`src/rtl/frame_collect_n_m_pkg.sv`:
```
// Shared types and sizing helpers for the frame collector.
//   state_e  : FILL / FULL state encoding
//   idx_w()  : width of the fill index for an m-word frame
//   cnt_w()  : width of the word-count output for an m-word frame
package frame_collect_pkg;

  typedef enum logic {FILL = 1'b0, FULL = 1'b1} state_e;

  function automatic int idx_w(input int m);
    return $clog2(m);
  endfunction

  function automatic int cnt_w(input int m);
    return $clog2(m + 1);
  endfunction

  // Count width for the default 4-word frame.
  localparam int M_DEF     = 4;
  localparam int CNT_W_DEF = $clog2(M_DEF + 1);

endpackage

```
`src/rtl/frame_collect_n_m_if.sv`:
```
// Word-in / frame-out handshake bundle of the frame collector.
//   in_data_i/in_valid_i/in_ready_o       : serial word stream
//   flush_i                               : close a partial frame
//   frame_o/frame_valid_o/frame_ready_i   : frame presented downstream
//   frame_cnt_o                           : real words in the frame
//   busy_o                                : partial or held frame present
// slave modport is the collector, master modport is the driver/consumer side.
interface frame_collect_n_m_if
  import frame_collect_pkg::*;
#(
  parameter int n = 32,
  parameter int m = 4
);
  logic [n-1:0]          in_data_i;
  logic                  in_valid_i;
  logic                  in_ready_o;
  logic                  flush_i;
  logic [n-1:0]          frame_o [0:m-1];
  logic                  frame_valid_o;
  logic                  frame_ready_i;
  logic [cnt_w(m)-1:0]   frame_cnt_o;
  logic                  busy_o;

  modport slave (
    input  in_data_i, in_valid_i, flush_i, frame_ready_i,
    output in_ready_o, frame_o, frame_valid_o, frame_cnt_o, busy_o
  );

  modport master (
    output in_data_i, in_valid_i, flush_i, frame_ready_i,
    input  in_ready_o, frame_o, frame_valid_o, frame_cnt_o, busy_o
  );
endinterface

```
`src/rtl/frame_collect_n_m_bank.sv`:
```
// One m-word register bank.
//   we_i/widx_i/wdata_i : write one word at widx_i
//   clr_i               : synchronous clear of every word
//   words_o             : the stored array, index 0 first
// A write in the same cycle as a clear wins for its own word.
module frame_bank
  import frame_collect_pkg::*;
#(
  parameter int n = 32,
  parameter int m = 4
) (
  input  logic                  clk_i,
  input  logic                  rst_i,
  input  logic                  we_i,
  input  logic [idx_w(m)-1:0]   widx_i,
  input  logic [n-1:0]          wdata_i,
  input  logic                  clr_i,
  output logic [n-1:0]          words_o [0:m-1]
);
  localparam int IW = idx_w(m);

  always_ff @(posedge clk_i or posedge rst_i) begin
    if (rst_i) begin
      for (int i = 0; i < m; i++) words_o[i] <= '0;
    end else begin
      for (int i = 0; i < m; i++) begin
        if (clr_i) words_o[i] <= '0;
        if (we_i && widx_i == IW'(i)) words_o[i] <= wdata_i;
      end
    end
  end
endmodule

```
`src/rtl/frame_collect_n_m.sv`:
```
// Frame collector: packs a serial stream of n-bit words into m-word frames
// and holds each frame until the downstream adder takes it. A flush closes
// a partial frame; unwritten words stay zero.
//   clk_i, rst_i : clock, asynchronous active-high reset
//   bus          : slave side of frame_collect_n_m_if
// Build option FRAME_COLLECT_DOUBLE_BUF_EN: two ping-pong banks so one can
// fill while the other is presented; otherwise a single bank.
module frame_collect_n_m
  import frame_collect_pkg::*;
#(
  parameter int n = 32,
  parameter int m = 4
) (
  input  logic                 clk_i,
  input  logic                 rst_i,
  frame_collect_n_m_if.slave   bus
);
  localparam int IW = idx_w(m);
  localparam int CW = cnt_w(m);

  logic [IW-1:0] idx;
  logic          accept;
  logic          last;

  assign accept = bus.in_valid_i && bus.in_ready_o;
  assign last   = (idx == IW'(m - 1));

`ifdef FRAME_COLLECT_DOUBLE_BUF_EN
  // wb: bank being filled, rb: bank being presented. Both advance strictly
  // alternately, so rb always points at the oldest full bank.
  logic [1:0]    full;
  logic          wb, rb;
  logic [CW-1:0] cnt [2];
  logic          pop;
  logic [n-1:0]  words [2][0:m-1];

  assign pop = full[rb] && bus.frame_ready_i;

  for (genvar b = 0; b < 2; b++) begin : g_bank
    frame_bank #(.n(n), .m(m)) u_bank (
      .clk_i   (clk_i),
      .rst_i   (rst_i),
      .we_i    (accept && (wb == 1'(b))),
      .widx_i  (idx),
      .wdata_i (bus.in_data_i),
      .clr_i   (pop && (rb == 1'(b))),
      .words_o (words[b])
    );
  end

  assign bus.in_ready_o    = !full[wb];
  assign bus.frame_valid_o = full[rb];
  assign bus.frame_cnt_o   = cnt[rb];
  assign bus.busy_o        = (idx != '0) || (full != 2'b00);

  always_comb begin
    for (int i = 0; i < m; i++) bus.frame_o[i] = words[rb][i];
  end

  // pop touches bank rb (full), completion touches bank wb (not full):
  // never the same bank in one cycle.
  always_ff @(posedge clk_i or posedge rst_i) begin
    if (rst_i) begin
      full   <= 2'b00;
      wb     <= 1'b0;
      rb     <= 1'b0;
      idx    <= '0;
      cnt[0] <= '0;
      cnt[1] <= '0;
    end else begin
      if (pop) begin
        full[rb] <= 1'b0;
        cnt[rb]  <= '0;
        rb       <= ~rb;
      end
      if (accept) begin
        if (last || bus.flush_i) begin
          full[wb] <= 1'b1;
          cnt[wb]  <= last ? CW'(m) : CW'(idx) + CW'(1);
          wb       <= ~wb;
          idx      <= '0;
        end else begin
          idx <= idx + IW'(1);
        end
      end else if (bus.flush_i && idx != '0 && !full[wb]) begin
        full[wb] <= 1'b1;
        cnt[wb]  <= CW'(idx);
        wb       <= ~wb;
        idx      <= '0;
      end
    end
  end
`else
  localparam logic [0:0] S_FILL = 1'(FILL);
  localparam logic [0:0] S_FULL = 1'(FULL);

  logic [0:0]    state;
  logic [CW-1:0] cnt;
  logic          clr;

  // Handshake on the held frame clears the bank in the same edge.
  assign clr = (state == S_FULL) && bus.frame_ready_i;

  frame_bank #(.n(n), .m(m)) u_bank (
    .clk_i   (clk_i),
    .rst_i   (rst_i),
    .we_i    (accept),
    .widx_i  (idx),
    .wdata_i (bus.in_data_i),
    .clr_i   (clr),
    .words_o (bus.frame_o)
  );

  assign bus.in_ready_o    = (state == S_FILL);
  assign bus.frame_valid_o = (state == S_FULL);
  assign bus.frame_cnt_o   = cnt;
  assign bus.busy_o        = (idx != '0) || (state == S_FULL);

  always_ff @(posedge clk_i or posedge rst_i) begin
    if (rst_i) begin
      state <= S_FILL;
      idx   <= '0;
      cnt   <= '0;
    end else begin
      case (state)
        S_FILL: begin
          if (accept) begin
            // A word arriving with flush is stored first; completing the
            // frame takes precedence and gives a full count.
            if (last || bus.flush_i) begin
              state <= S_FULL;
              cnt   <= last ? CW'(m) : CW'(idx) + CW'(1);
              idx   <= '0;
            end else begin
              idx <= idx + IW'(1);
            end
          end else if (bus.flush_i && idx != '0) begin
            state <= S_FULL;
            cnt   <= CW'(idx);
            idx   <= '0;
          end
        end
        default: begin
          if (bus.frame_ready_i) begin
            state <= S_FILL;
            cnt   <= '0;
          end
        end
      endcase
    end
  end
`endif
endmodule

```
`src/flat_wrapper.sv`:
```
// flat-port wrapper written by rule: the top's interface ports become plain ports
module frame_collect_n_m_flat import frame_collect_pkg::*;
#(
  parameter int n = 32,
  parameter int m = 4
)
  (clk_i, rst_i, bus_in_data_i, bus_in_valid_i, bus_flush_i, bus_frame_ready_i, bus_in_ready_o, bus_frame_o, bus_frame_valid_o, bus_frame_cnt_o, bus_busy_o);
  frame_collect_n_m_if #(.n(n), .m(m)) bus_i ();
  input  logic clk_i;
  input  logic rst_i;
  input wire logic [$bits(bus_i.in_data_i)-1:0] bus_in_data_i;
  input wire logic [$bits(bus_i.in_valid_i)-1:0] bus_in_valid_i;
  input wire logic [$bits(bus_i.flush_i)-1:0] bus_flush_i;
  input wire logic [$bits(bus_i.frame_ready_i)-1:0] bus_frame_ready_i;
  output wire logic [$bits(bus_i.in_ready_o)-1:0] bus_in_ready_o;
  output wire logic [$bits(bus_i.frame_o)-1:0] bus_frame_o;
  output wire logic [$bits(bus_i.frame_valid_o)-1:0] bus_frame_valid_o;
  output wire logic [$bits(bus_i.frame_cnt_o)-1:0] bus_frame_cnt_o;
  output wire logic [$bits(bus_i.busy_o)-1:0] bus_busy_o;
  assign bus_i.in_data_i = bus_in_data_i;
  assign bus_i.in_valid_i = bus_in_valid_i;
  assign bus_i.flush_i = bus_flush_i;
  assign bus_i.frame_ready_i = bus_frame_ready_i;
  assign bus_in_ready_o = bus_i.in_ready_o;
  assign bus_frame_o = {>>{bus_i.frame_o}};
  assign bus_frame_valid_o = bus_i.frame_valid_o;
  assign bus_frame_cnt_o = bus_i.frame_cnt_o;
  assign bus_busy_o = bus_i.busy_o;
  frame_collect_n_m #(.n(n), .m(m)) u_core (.clk_i(clk_i), .rst_i(rst_i), .bus(bus_i));
endmodule
```
`config.mk`:
```
export PLATFORM = sky130hd
export DESIGN_NAME = frame_collect_n_m_flat
export DESIGN_NICKNAME = d
export VERILOG_FILES = /design/src/rtl/frame_collect_n_m_pkg.sv /design/src/rtl/frame_collect_n_m_if.sv /design/src/rtl/frame_collect_n_m_bank.sv /design/src/rtl/frame_collect_n_m.sv /design/src/flat_wrapper.sv
export SDC_FILE = /design/constraint.sdc
export NUM_CORES = 1
export LEC_CHECK = 0
export CORE_MARGIN = 4
export CORE_UTILIZATION = 48
export DETAILED_ROUTE_END_ITERATION = 12
export GPL_TIMING_DRIVEN = 0
export PLACE_DENSITY = 0.81
export RECOVER_POWER = 50
export SLEW_MARGIN = 20
export SYNTH_ARGS = -nofsm -noshare
export SYNTH_HDL_FRONTEND = slang
export SYNTH_HIERARCHICAL = 1
export SYNTH_SLANG_ARGS = --single-unit
```
`constraint.sdc`:
```
create_clock -name clk_i -period 6.15 [get_ports clk_i]
set_clock_uncertainty 0.2 [all_clocks]
set_input_delay 1.23 -clock clk_i [delete_from_list [all_inputs] [get_ports clk_i]]
set_output_delay 1.23 -clock clk_i [all_outputs]
set_load 0.02 [all_outputs]
```
==> results of run 1 <==
-- how the worst min path moves through the flow --
stage | slack (ps) | to
2_1_floorplan | 410 | u_core/bus.frame_cnt_o[2]$_DFFE_PP0P_
3_3_place_gp | 290 | u_core/bus.frame_cnt_o[1]$_DFFE_PP0P_
3_5_place_dp | 310 | u_core/bus.frame_cnt_o[1]$_DFFE_PP0P_
4_1_cts | 320 | u_core/bus.frame_cnt_o[1]$_DFFE_PP0P_
5_1_grt | 330 | u_core/bus.frame_cnt_o[1]$_DFFE_PP0P_
6_report | 310 | u_core/bus.frame_cnt_o[1]$_DFFE_PP0P_
-- registers in the layout, indices dropped and copies added, names as in the netlist --
name                      cells
u_core/bus.frame_valid_o      1
u_core/u_bank/words_o       128
u_core/bus.frame_cnt_o        3
u_core/idx                    2
-- cells by family after synthesis --
group / count (synthesis) / synth area share, %
multiplexers: 129 / 24.0
AO/OA/AOI/OAI: 12 / 1.41
adder cells (fa/ha/maj): 2 / 0.414
buffers and inverters: 33 / 2.79
AND/OR/NAND/NOR: 145 / 15.9
flip-flops: 134 / 55.4
-- final cells by class --
cell class,instances,area (sq um)
multi-input cells,288,2520
clock inverters,10,106
plain buffers,26,143
well taps,168,210
repair buffers,171,1730
inverters,7,27.5
clock buffers,22,444
fillers,897,3630
flip-flops and latches,134,3350
-- routing by layer --
metal  track usage, %  share of wire [%]
met1             27.0                 42
met3             8.84                7.8
met2             36.1                 49
met5                0                  0
met4             6.16               0.95
-- cells in the final DEF, fill, tap and decap left out, drive strengths merged --
cell type	n
a211o	1
a21o	1
a21oi	3
a22o	1
a31oi	1
and2b	41
buf	17
bufinv	2
clkbuf	32
clkdlybuf4s50	109
clkinv	7
clkinvlp	2
dfrtp	134
dlygate4sd3	61
ha	2
inv	6
mux2	128
mux2i	1
nand2	5
nand2b	1
nand3	1
nand3b	2
nor2	1
nor2b	91
nor3	1
nor3b	1
o211ai	1
o21ai	1
o2bb2ai	3
or2b	1
-- power by group through the flow --
stage          sequential (mW)  combinational (mW)  clock [mW]
2_1_floorplan             1.87               0.772           0
3_3_place_gp              1.45                2.13           0
3_5_place_dp              1.46                2.19           0
4_1_cts                   1.45                2.20       0.964
5_1_grt                   1.49                2.26        1.01
6_report                  1.44                2.12       0.947
-- per-stage QoR --
stage	util, %	cell area [sq um]	total power [mW]	worst slack (ps)
after global placement	65.5	7960	3.58	-437
after CTS	70.2	8540	4.62	2770
after global routing	70.2	8530	4.75	2170
after detailed placement	65.7	7990	3.64	2730
after floorplan	-	6050	2.64	1310
final	70.2	8530	4.51	2620
==> metrics.cfg, run 1 <==
[layout]
diodes=0
finalNetCount=684
drive_gt1_share_pct=25.8
area_growth_syn_to_layout_pct=41.1
instances_no_fill=826

[placed_design]
dp_cells=794
hpwl_um=10800
place_congestion=0.797
io_buffers=170

[floorplan]
core_sq_mm=0.0122
io_pins=171
initial_utilization_pct=49.7
die-area_sq_mm=0.0145
row_count=40
die_width_um=120
die-height_um=120

[pwr]
swShare_pct=35.0
pwr-share-clk_pct=21.0
p_switching_mw=1.58
p_per_area_mw_per_mm2=529
ir_drop_mv=0.283
p_leak_nw=4.26
combPwrFrac_pct=47.1
internal_power_mw=2.93
seqPwrFrac_pct=31.9

[global_routing]
overflow=0
grt_max_degree=69
grt_pass1_wl_um=24600
antenna_found_initial=0
gr-usage-all-layers_pct=22.0
grt_pass1_vias=4584

[logic_synthesis]
ys_seq_area_share_pct=55.4
ys_ff_latch=134
synth_edf_count=0
avgSynthCellArea_sq_um=13.3
yosys_most_used_dff=dfrtp_1
synth_area_sq_mm=0.00605
yosys-top-cells-area=dfrtp_1 (55%), mux2_2 (23%), nor2b_1 (9.4%), and2b_1 (5.0%), buf_4 (1.2%)
syn-instance-count=455
synth_fp_nets=494
yosys.area.top_type_share_pct=55.4
synthTopCellsByCount=dfrtp_1 (134), mux2_2 (123), nor2b_1 (91)
synth.most_common_cell=dfrtp_1
synthArstFlopShare_pct=100
yosys_warnings=6
synth.largest_area_cell=dfrtp_1
netlist-cell-type-count=29

[clocking]
insertion_delay_ps=410
cts_tree=yes
clkTransAtPathRegs_ps=50
cts_inserted_buffers=17
cts-root-buf=clkbuf_16
cts_resized=0
cts_sinks=134
htree_num_levels=4
hold_buffers=0
ctsLongestPathBuffers=2
postCtsSetupBuffers=0

[critical_path]
cp_cell_sequence=dlygate4sd3_1 > clkinvlp_2
crit_family=buffers and inverters
r2r_cells=6
r2r_start=u_core/bus.frame_valid_o$_DFF_PP0_
cp.arrival_ps=3410
worstSetupPathType=input pin to asynchronous set/reset pin
crit_fanout=61
critPathBufInv=2
slowest_delay_ps=1560
startpoint_type=input pin
critPathSlowestCell=clkinvlp_2
crit_start=rst_i
r2r-end=u_core/u_bank/words_o[11]$_DFFE_PP0P_
r2r_slack_ps=3970
crit_cells=2
end_kind=asynchronous set/reset pin
critPathCapture=u_core/u_bank/words_o[112]$_DFFE_PP0P_
worstPathRequired_ps=6030

[drt]
post-route-drc-count=0
drtIter0Drc=134
num_vias=4115
avgViaCountPerCell=4.98
wire_per_inst_um=18.5
ant_nets=0
drtPass1Iterations=6
drt-total-wl_um=15300

[timing]
grt_setup_unrepaired=no
slew_violations=61
period_minus_slack_ps=3530
period_share_pct=57.4
hold_ws_ps=311
setup_viol=0
slew_headroom_pct=-84.4
fmax_mhz=283
fin_setup_tns_ps=0
worst_pin_slew_ps=2750
hold_viol=0

[run_status]
violations=max-capacitance violations, max-slew violations
status=complete, but fails checks

[min_path]
hold_depth=1
hold_path_startpoint=u_core/bus.frame_cnt_o[1]$_DFFE_PP0P_
min-delay-path-class=flop to flop

[flow_run]
cap_viol_max_count=1

(Power assumes the default switching activity.)
==> run 2, diff against run 1 <==
--- a/config.mk
+++ b/config.mk
@@ -6,10 +6,10 @@
 export NUM_CORES = 1
 export LEC_CHECK = 0
 export CORE_MARGIN = 4
-export CORE_UTILIZATION = 48
+export CORE_UTILIZATION = 43
 export DETAILED_ROUTE_END_ITERATION = 12
 export GPL_TIMING_DRIVEN = 0
-export PLACE_DENSITY = 0.81
+export PLACE_DENSITY = 0.77
 export RECOVER_POWER = 50
 export SLEW_MARGIN = 20
 export SYNTH_ARGS = -nofsm -noshare
==> constraint.sdc (replaced) <==
create_clock -name clk_i -period 3.1 [get_ports clk_i]
set_clock_uncertainty 0.2 [all_clocks]
set_input_delay 0.62 -clock clk_i [delete_from_list [all_inputs] [get_ports clk_i]]
set_output_delay 0.62 -clock clk_i [all_outputs]
set_load 0.02 [all_outputs]
==> run 2 against run 1 <==
Against the previous run:
- the run now ends clean
- sequential cell count unchanged
- count of clock-buffer cells in the layout is the same
- sequential share of layout area fell by 0.30 points
- first-iteration DRC count rose by 19%
- setup slack worse by 2300 ps
- utilization fell by 8.0 points
- sequential power is 99% higher
==> metrics.cfg, run 2 (synthesis gave the netlist of run 1 again) <==
[layout]
diodes=0  ; unchanged
instances_no_fill=840  ; +1.7%
multi_input_area_sq_mm=0.00252  ; unchanged
final_cell_mix=dfrtp_1 (134), mux2_2 (123), clkdlybuf4s50_1 (110)
finalNetCount=687  ; +0.44%
fillers=1040  ; +16%
final_util_pct=62.2  ; -8.0 points
drive_gt1_share_pct=26.2  ; +0.38 points
final_common_cell=dfrtp_1
fin_area_sq_mm=0.00860  ; +0.76%
ff_latch_area_sq_mm=0.00335  ; unchanged
largest-register=u_core/u_bank/words_o
area_growth_syn_to_layout_pct=42.1
largest_reg_flops=128  ; unchanged

[global_routing]
antenna_found_initial=0  ; unchanged
gr-usage-all-layers_pct=20.0  ; -2.0 points
grt_pass1_vias=4624  ; +0.87%
grt_max_degree=37  ; -46%
grt_pass1_wl_um=25000  ; +1.6%
overflow=0  ; unchanged

[floorplan]
core_sq_mm=0.0138  ; +14%
io_pins=171  ; unchanged
row_count=43  ; +7.5%
initial_utilization_pct=43.7  ; -6.0 points
die-height_um=127  ; +5.3%
die-area_sq_mm=0.0160  ; +11%
die_width_um=127  ; +5.3%

[clocking]
cts_resized=0  ; unchanged
cts-root-buf=clkbuf_16
postCtsSetupBuffers=0  ; unchanged
cts_inserted_buffers=17  ; unchanged
cts_sinks=134  ; unchanged
cts_tree=yes
hold_buffers=0  ; unchanged
ctsLongestPathBuffers=2  ; unchanged
htree_num_levels=4  ; unchanged
clkTransAtPathRegs_ps=50  ; about the same
insertion_delay_ps=420  ; about the same

[timing]
slew_violations=0  ; -100%
fin_setup_tns_ps=0  ; unchanged
hold_viol=0  ; unchanged
setup_ws_ps=341  ; -2280 ps
period_share_pct=89.0
fmax_mhz=362
period_minus_slack_ps=2760
grt_setup_unrepaired=no
setup_viol=0  ; unchanged
hold_ws_ps=319  ; +7.91 ps
slew_headroom_pct=24.6  ; +110 points
worst_pin_slew_ps=1120  ; -1630 ps

[pwr]
ir_drop_mv=0.658  ; +130%
pwr-share-clk_pct=21.5  ; +0.5 points
combPwrFrac_pct=46.5  ; -0.6 points
p_leak_nw=4.27  ; +0.31%
swShare_pct=34.8  ; -0.19 points
internal_power_mw=5.85  ; +100%
p_per_area_mw_per_mm2=1040  ; +98%
p_switching_mw=3.13  ; +98%
p_total_mw=8.98  ; +99%
seqPwrFrac_pct=32.0  ; about the same

[placed_design]
place_congestion=0.826  ; +3.6%
dp_cells=809  ; +1.9%
place_area_sq_mm=0.00807  ; +1.0%
hpwl_um=11000  ; +1.5%
io_buffers=170  ; unchanged
dp_slack_ps=283  ; -2440 ps

[drt]
post-route-drc-count=0  ; unchanged
drtIter0Drc=159  ; +19%
avgViaCountPerCell=4.86  ; -2.5%
wire_per_inst_um=18.2  ; -2.1%
wl_met3_um=1060  ; -11%
routedLengthMet1_um=6330  ; -1.9%
num_vias=4082  ; -0.80%
route.met2.wl_um=7660  ; +1.7%
drtPass1Iterations=4  ; -2
highest_layer=met4
drt-total-wl_um=15200  ; -0.45%
ant_nets=0  ; unchanged

[critical_path]
worstPathRequired_ps=2280  ; -3750 ps
r2r_start=u_core/bus.frame_valid_o$_DFF_PP0_
crit_start=u_core/idx[0]$_DFFE_PP0P_
cp.arrival_ps=1940  ; -1470 ps
worstSetupPathType=flop to output pin
slowest_delay_ps=600  ; -960 ps
startpoint_type=flop
critPathCapture=bus_busy_o
r2r_cells=6  ; unchanged
end_kind=output pin
critPathSlowestCell=clkdlybuf4s50_1
r2r_slack_ps=670  ; -3300 ps
r2r-end=u_core/u_bank/words_o[89]$_DFFE_PP0P_
cp_cell_sequence=inv_1 > ha_1 > nand2_1 > clkdlybuf4s50_1
crit_fanout=9  ; -85%

[min_path]
hold_path_startpoint=u_core/bus.frame_cnt_o[1]$_DFFE_PP0P_
min-delay-path-class=flop to flop

[flow_run]
cap_viol_max_count=0  ; -1

[run_status]
status=complete, no violations

run 2: cell count changes in the layout (fill, tap and decap cells not counted), sizes merged:
cell           before  now
clkinvlp            2    4
clkdlybuf4s50     109  110
dlygate4sd3        61   60
clkbuf             32   35
clkinv              7    4
run 2: power groups by stage:
stage          Combinational [mW]  Clock, mW  Sequential (mW)
3_5_place_dp                 4.33          0             2.90
2_1_floorplan                1.53          0             3.71
4_1_cts                      4.36       1.98             2.90
3_3_place_gp                 4.23          0             2.88
6_report                     4.18       1.93             2.87
5_1_grt                      4.45       2.06             2.97
run 2: final cells by class:
| class | count | share of cell area (%) |
|---|---|---|
| sequential | 134 | 39.0 |
| multi-input combinational | 288 | 29.3 |
| timing repair buffer | 174 | 20.6 |
| clock buffer | 22 | 5.40 |
| tap | 180 | 2.62 |
| buffer | 26 | 1.62 |
| clock inverter | 9 | 1.19 |
| inverter | 7 | 0.320 |
run 2: how the worst min path moves through the flow:
| stage | to | slack, ps | cells after the start |
|---|---|---|---|
| 2_1_floorplan | u_core/bus.frame_cnt_o[0]$_DFFE_PP0P_ | 210 | 1 |
| 3_3_place_gp | u_core/bus.frame_cnt_o[1]$_DFFE_PP0P_ | 300 | 1 |
| 3_5_place_dp | u_core/bus.frame_cnt_o[1]$_DFFE_PP0P_ | 310 | 1 |
| 4_1_cts | u_core/idx[1]$_DFFE_PP0P_ | 290 | 2 |
| 5_1_grt | u_core/bus.frame_cnt_o[2]$_DFFE_PP0P_ | 360 | 2 |
| 6_report | u_core/bus.frame_cnt_o[1]$_DFFE_PP0P_ | 320 | 1 |
run 2: worst max-delay path: cells and delay by family (launching register included):
kind	cells	cell delay (ps)
buf+inv	2	680
flops	1	530
fa+ha+maj	1	240
simple gates	1	80
run 2: routing by layer:
metal	vias up	track usage, %
li1	1913	-
met1	2035	24.6
met2	114	33.6
met3	20	6.91
met4	0	5.68
met5	-	0
==> RTL change 1: new RTL, settings of run 1 <==
`m` is set to 4 in 4 places; all go to 8.
--- a/src/rtl/frame_collect_n_m_if.sv
+++ b/src/rtl/frame_collect_n_m_if.sv
@@ -10,5 +10,5 @@
 #(
   parameter int n = 32,
-  parameter int m = 4
+  parameter int m = 8
 );
   logic [n-1:0]          in_data_i;
--- a/src/rtl/frame_collect_n_m_bank.sv
+++ b/src/rtl/frame_collect_n_m_bank.sv
@@ -8,5 +8,5 @@
 #(
   parameter int n = 32,
-  parameter int m = 4
+  parameter int m = 8
 ) (
   input  logic                  clk_i,
--- a/src/rtl/frame_collect_n_m.sv
+++ b/src/rtl/frame_collect_n_m.sv
@@ -10,5 +10,5 @@
 #(
   parameter int n = 32,
-  parameter int m = 4
+  parameter int m = 8
 ) (
   input  logic                 clk_i,
--- a/src/flat_wrapper.sv
+++ b/src/flat_wrapper.sv
@@ -3,5 +3,5 @@
 #(
   parameter int n = 32,
-  parameter int m = 4
+  parameter int m = 8
 )
   (clk_i, rst_i, bus_in_data_i, bus_in_valid_i, bus_flush_i, bus_frame_ready_i, bus_in_ready_o, bus_frame_o, bus_frame_valid_o, bus_frame_cnt_o, bus_busy_o);
Interface: changed (resized bus_frame_cnt_o and bus_frame_o); port bits go from 171 to 300. The function was not compared with the original's and may differ.
==> RTL change 1 against run 1 <==
  * Sequential cell count increased by 130
  * Non-clock buffer count increased by 170
  * Synthesized cell count increased by 96%
  * Final area increased by 91%
  * Worst setup slack got worse by 260 ps
  * Highest routed layer unchanged
  * Worst hold slack got worse by 23 ps
  * Wire length increased by 120%
  * Sequential share of layout area increased by 1.2 points
  * Register-to-register slack got worse by 560 ps
  * Count of clock-buffer cells in the layout increased by 22
  * The run still ends with max-capacitance violations, max-slew violations left
  * Power increased by 41%
  * Die area increased by 89%
  * Synthesized area increased by 96%
==> RTL change 1: results (changes against run 1) <==
top cells by area, synth=dfrtp_1 56%, mux2_2 21%, nor2b_1 13%; vias in the first global route=8598 (+88%); htree depth=1 (-3); First DRT Iteration DRCs=438 (+230%); hold endpoint=u_core/bus.frame_cnt_o[0]$_DFFE_PP0P_; Vias/cell=5.15 (+3.3%); Filler cells=1790 (+100%); port bufs=298 (+75%); max_slew headroom=-0.193 (+0.651); ANT cells=0 (unchanged); failing checks=max-capacitance violations, max-slew violations; Max Buffers Root-to-Sink=3 (+1); gr usage total=0.250 (+0.0302); R2R cell count=5 (-1); Max Slew Vio Count=89 (+46%); largest net degree at the start of global routing=34 (-51%); RR Endpoint=u_core/u_bank/words_o[201]$_DFFE_PP0P_; hold path start=u_core/bus.frame_cnt_o[0]$_DFFE_PP0P_; Mapped Nets=932 (+89%); Max Cap Violations=3 (+2); Clk Latency, worst-skew pair=530 ps (+120 ps); Largest register FFs=256 (+100%); CTS Buf Count=29 (+12); Worst Path Max Fanout=32 (-48%); first-pass GRT wire length=52400 µm (+110%); top cells by count, synth=264 x dfrtp_1, 256 x nor2b_1, 226 x mux2_2; share of post-route cells with drive strength above 1=0.265 (+0.00687); total wire length=34100 µm (+120%); Hold Crit Class=register to register; detailed placement HPWL=24000 µm (+120%); critical path capture point=u_core/u_bank/words_o[17]$_DFFE_PP0P_; Cells after DPL=1521 (+92%); peak supply drop=0.000243 V (-14%); status=finished with violations; syn_area_per_cell=13.3 µm² (+0.19%); WP data arrival=3890 ps (+480 ps); Lkg Pwr=0.00825 µW (+94%); final non-filler cell total=1572 (+90%); Seq/Total Area, Yosys=0.557 (+0.00232); routability congestion estimate=0.805 (+1.0%)
-- RTL change 1: metal layers --
layer / GRT usage / up-vias / part of all wire
met1: 0.329 / 4102 / 0.42
met4: 0.0684 / 0 / 0.030
met5: 0 / - / 0
li1: - / 3663 / -
met2: 0.405 / 266 / 0.47
met3: 0.0747 / 60 / 0.080
-- RTL change 1: metrics by stage --
| step | cell area [µm²] | hold WS (ps) | worst slack, ps | setup TNS, ps |
|---|---|---|---|---|
| 2_1_floorplan | 11900 | 339 | 1350 | 0 |
| 3_3_place_gp | 15300 | 279 | -663 | -163280 |
| 3_5_place_dp | 15400 | 277 | 2300 | 0 |
| 4_1_cts | 16400 | 293 | 2550 | 0 |
| 5_1_grt | 16300 | 309 | 1880 | 0 |
| 6_report | 16300 | 288 | 2360 | 0 |
-- RTL change 1: cells by family (layout without fill, tap and decap cells) --
family | after synthesis | in the layout | share of synthesized area
AOI/OAI and AO/OA | 14 | 14 | 0.00759
adders and majority gates | 4 | 4 | 0.00422
buffers and inverters | 68 | 425 | 0.0256
DFF | 264 | 264 | 0.557
muxes | 258 | 258 | 0.255
and+or+nand+nor | 283 | 283 | 0.151
-- RTL change 1: critical path, stage by stage --
cell and delay, ps:
dlygate4sd3_1 570, clkinvlp_2 700, clkbuf_1 1350
-- RTL change 1: power breakdown --
part / leakage, µW / internal (µW) / switching, µW
registers: 0.00361 / 2090 / 187
logic: 0.00417 / 1150 / 1210
clock network: 0.000467 / 1040 / 683
total: 0.00825 / 4270 / 2080
-- RTL change 1: final cells by class --
class	instances	area, µm²	share of cell area
Inverter	7	27.5	0.00169
Timing Repair Buffer	306	3090	0.190
Clock inverter	7	87.6	0.00537
Multi-Input combinational cell	559	4930	0.303
Sequential cell	264	6610	0.405
Buffer	61	278	0.0170
Tap cell	324	405	0.0249
Clock buffer	44	862	0.0529
==> RTL change 2: new RTL, settings of run 1 <==
Without the edit above. The option `FRAME_COLLECT_DOUBLE_BUF_EN` is turned on by a define.
--- a/src/rtl/frame_collect_n_m.sv
+++ b/src/rtl/frame_collect_n_m.sv
@@ -6,4 +6,6 @@
 // Build option FRAME_COLLECT_DOUBLE_BUF_EN: two ping-pong banks so one can
 // fill while the other is presented; otherwise a single bank.
+`define FRAME_COLLECT_DOUBLE_BUF_EN
+
 module frame_collect_n_m
   import frame_collect_pkg::*;
Function: changed (a bounded check fails within 4 cycles, from zero or initial values and one cycle with rst_i high).
==> RTL change 2 against run 1 <==
  * The flow still finishes with violations (max-capacitance violations, max-slew violations)
  * Critical path depth up 3
  * Worst setup slack got worse by 610 ps
  * Clock power is 81% higher
  * Final area is 96% higher
  * Wire length up 130%
  * Non-clock buffer count up 45
  * Die area up 120%
  * Sequential cell count grew 134
  * Synthesized area grew 130%
  * Register-to-register slack worse by 1100 ps
  * Count of clock-buffer cells in the layout up 16
  * Power is 78% higher
  * Critical path type is now register to output port
  * Critical endpoint is now bus_frame_o[126]
  * Largest cell class unchanged
==> RTL change 2: results (changes against run 1) <==
status=finished with violations; failing checks=max-capacitance violations, max-slew violations; Max Buffers Root-to-Sink=3 (+1); Max Fclk=0.242 GHz (-15%); Max Slew Vio Count=122 (+100%); Post-Route Hold Slack=339 ps (+28.0 ps); routability congestion estimate=0.802 (+0.59%); detailed placement HPWL=23200 µm (+120%); layout net count=1287 (+88%); r2r setup slk=2870 ps (-1100 ps); Max Cap Violations=2 (+1); top cells by count, synth=379 x mux2_2, 268 x dfrtp_1, 180 x nor2b_1; htree depth=1 (-3); share of post-route cells with drive strength above 1=0.367 (+0.109); gr usage total=0.221 (+0.00101); Clk Latency, worst-skew pair=530 ps (+120 ps); Sw Ratio=0.338 (-0.0123); syn_area_per_cell=13.0 µm² (-2.1%); DR WL met3=1600 µm (+34%); Slew @ Worst Pin=3140 ps (+388 ps); hold endpoint=u_core/cnt[2]$_DFF_PP0_; Cells after DPL=1596 (+100%); Lkg Pwr=0.00830 µW (+95%); R2R cell count=8 (+2); Power Sequential=2630 µW (+83%); hold path start=u_core/cnt[2]$_DFF_PP0_; critical path capture point=bus_frame_o[126]; Clk network pwr share=0.212 (+0.002); Worst Setup SP=u_core/rb$_DFFE_PP0N_; Met1 Wirelength=15800 µm (+150%); peak supply drop=0.000312 V (+10%)
[RTL change 2: changes by cell type in the layout (fill, tap and decap cells not counted), sizes merged, moves of 21 or more]
cell / delta
mux2: +261
dfrtp: +134
nor2b: +89
clkdlybuf4s50: +57
dlygate4sd3: -57
clkbuf: +40
and2b: +38
buf: +21
[RTL change 2: final cells by class]
cell class | instances | share of cell area
flip-flops and latches | 268 | 0.402
repair buffers | 172 | 0.105
clock inverters | 8 | 0.00712
plain buffers | 70 | 0.0211
multi-input cells | 701 | 0.387
well taps | 378 | 0.0283
inverters | 7 | 0.00172
clock buffers | 38 | 0.0479
[RTL change 2: logic make-up (layout without fill, tap and decap cells)]
kind of cell,count (synthesis),count (layout),share of synthesized area
and+or+nand+nor,297,297,0.145
buffers and inverters,77,295,0.0313
adders and majority gates,2,2,0.00184
DFF,268,268,0.493
muxes,390,390,0.323
AOI/OAI and AO/OA,12,12,0.00662
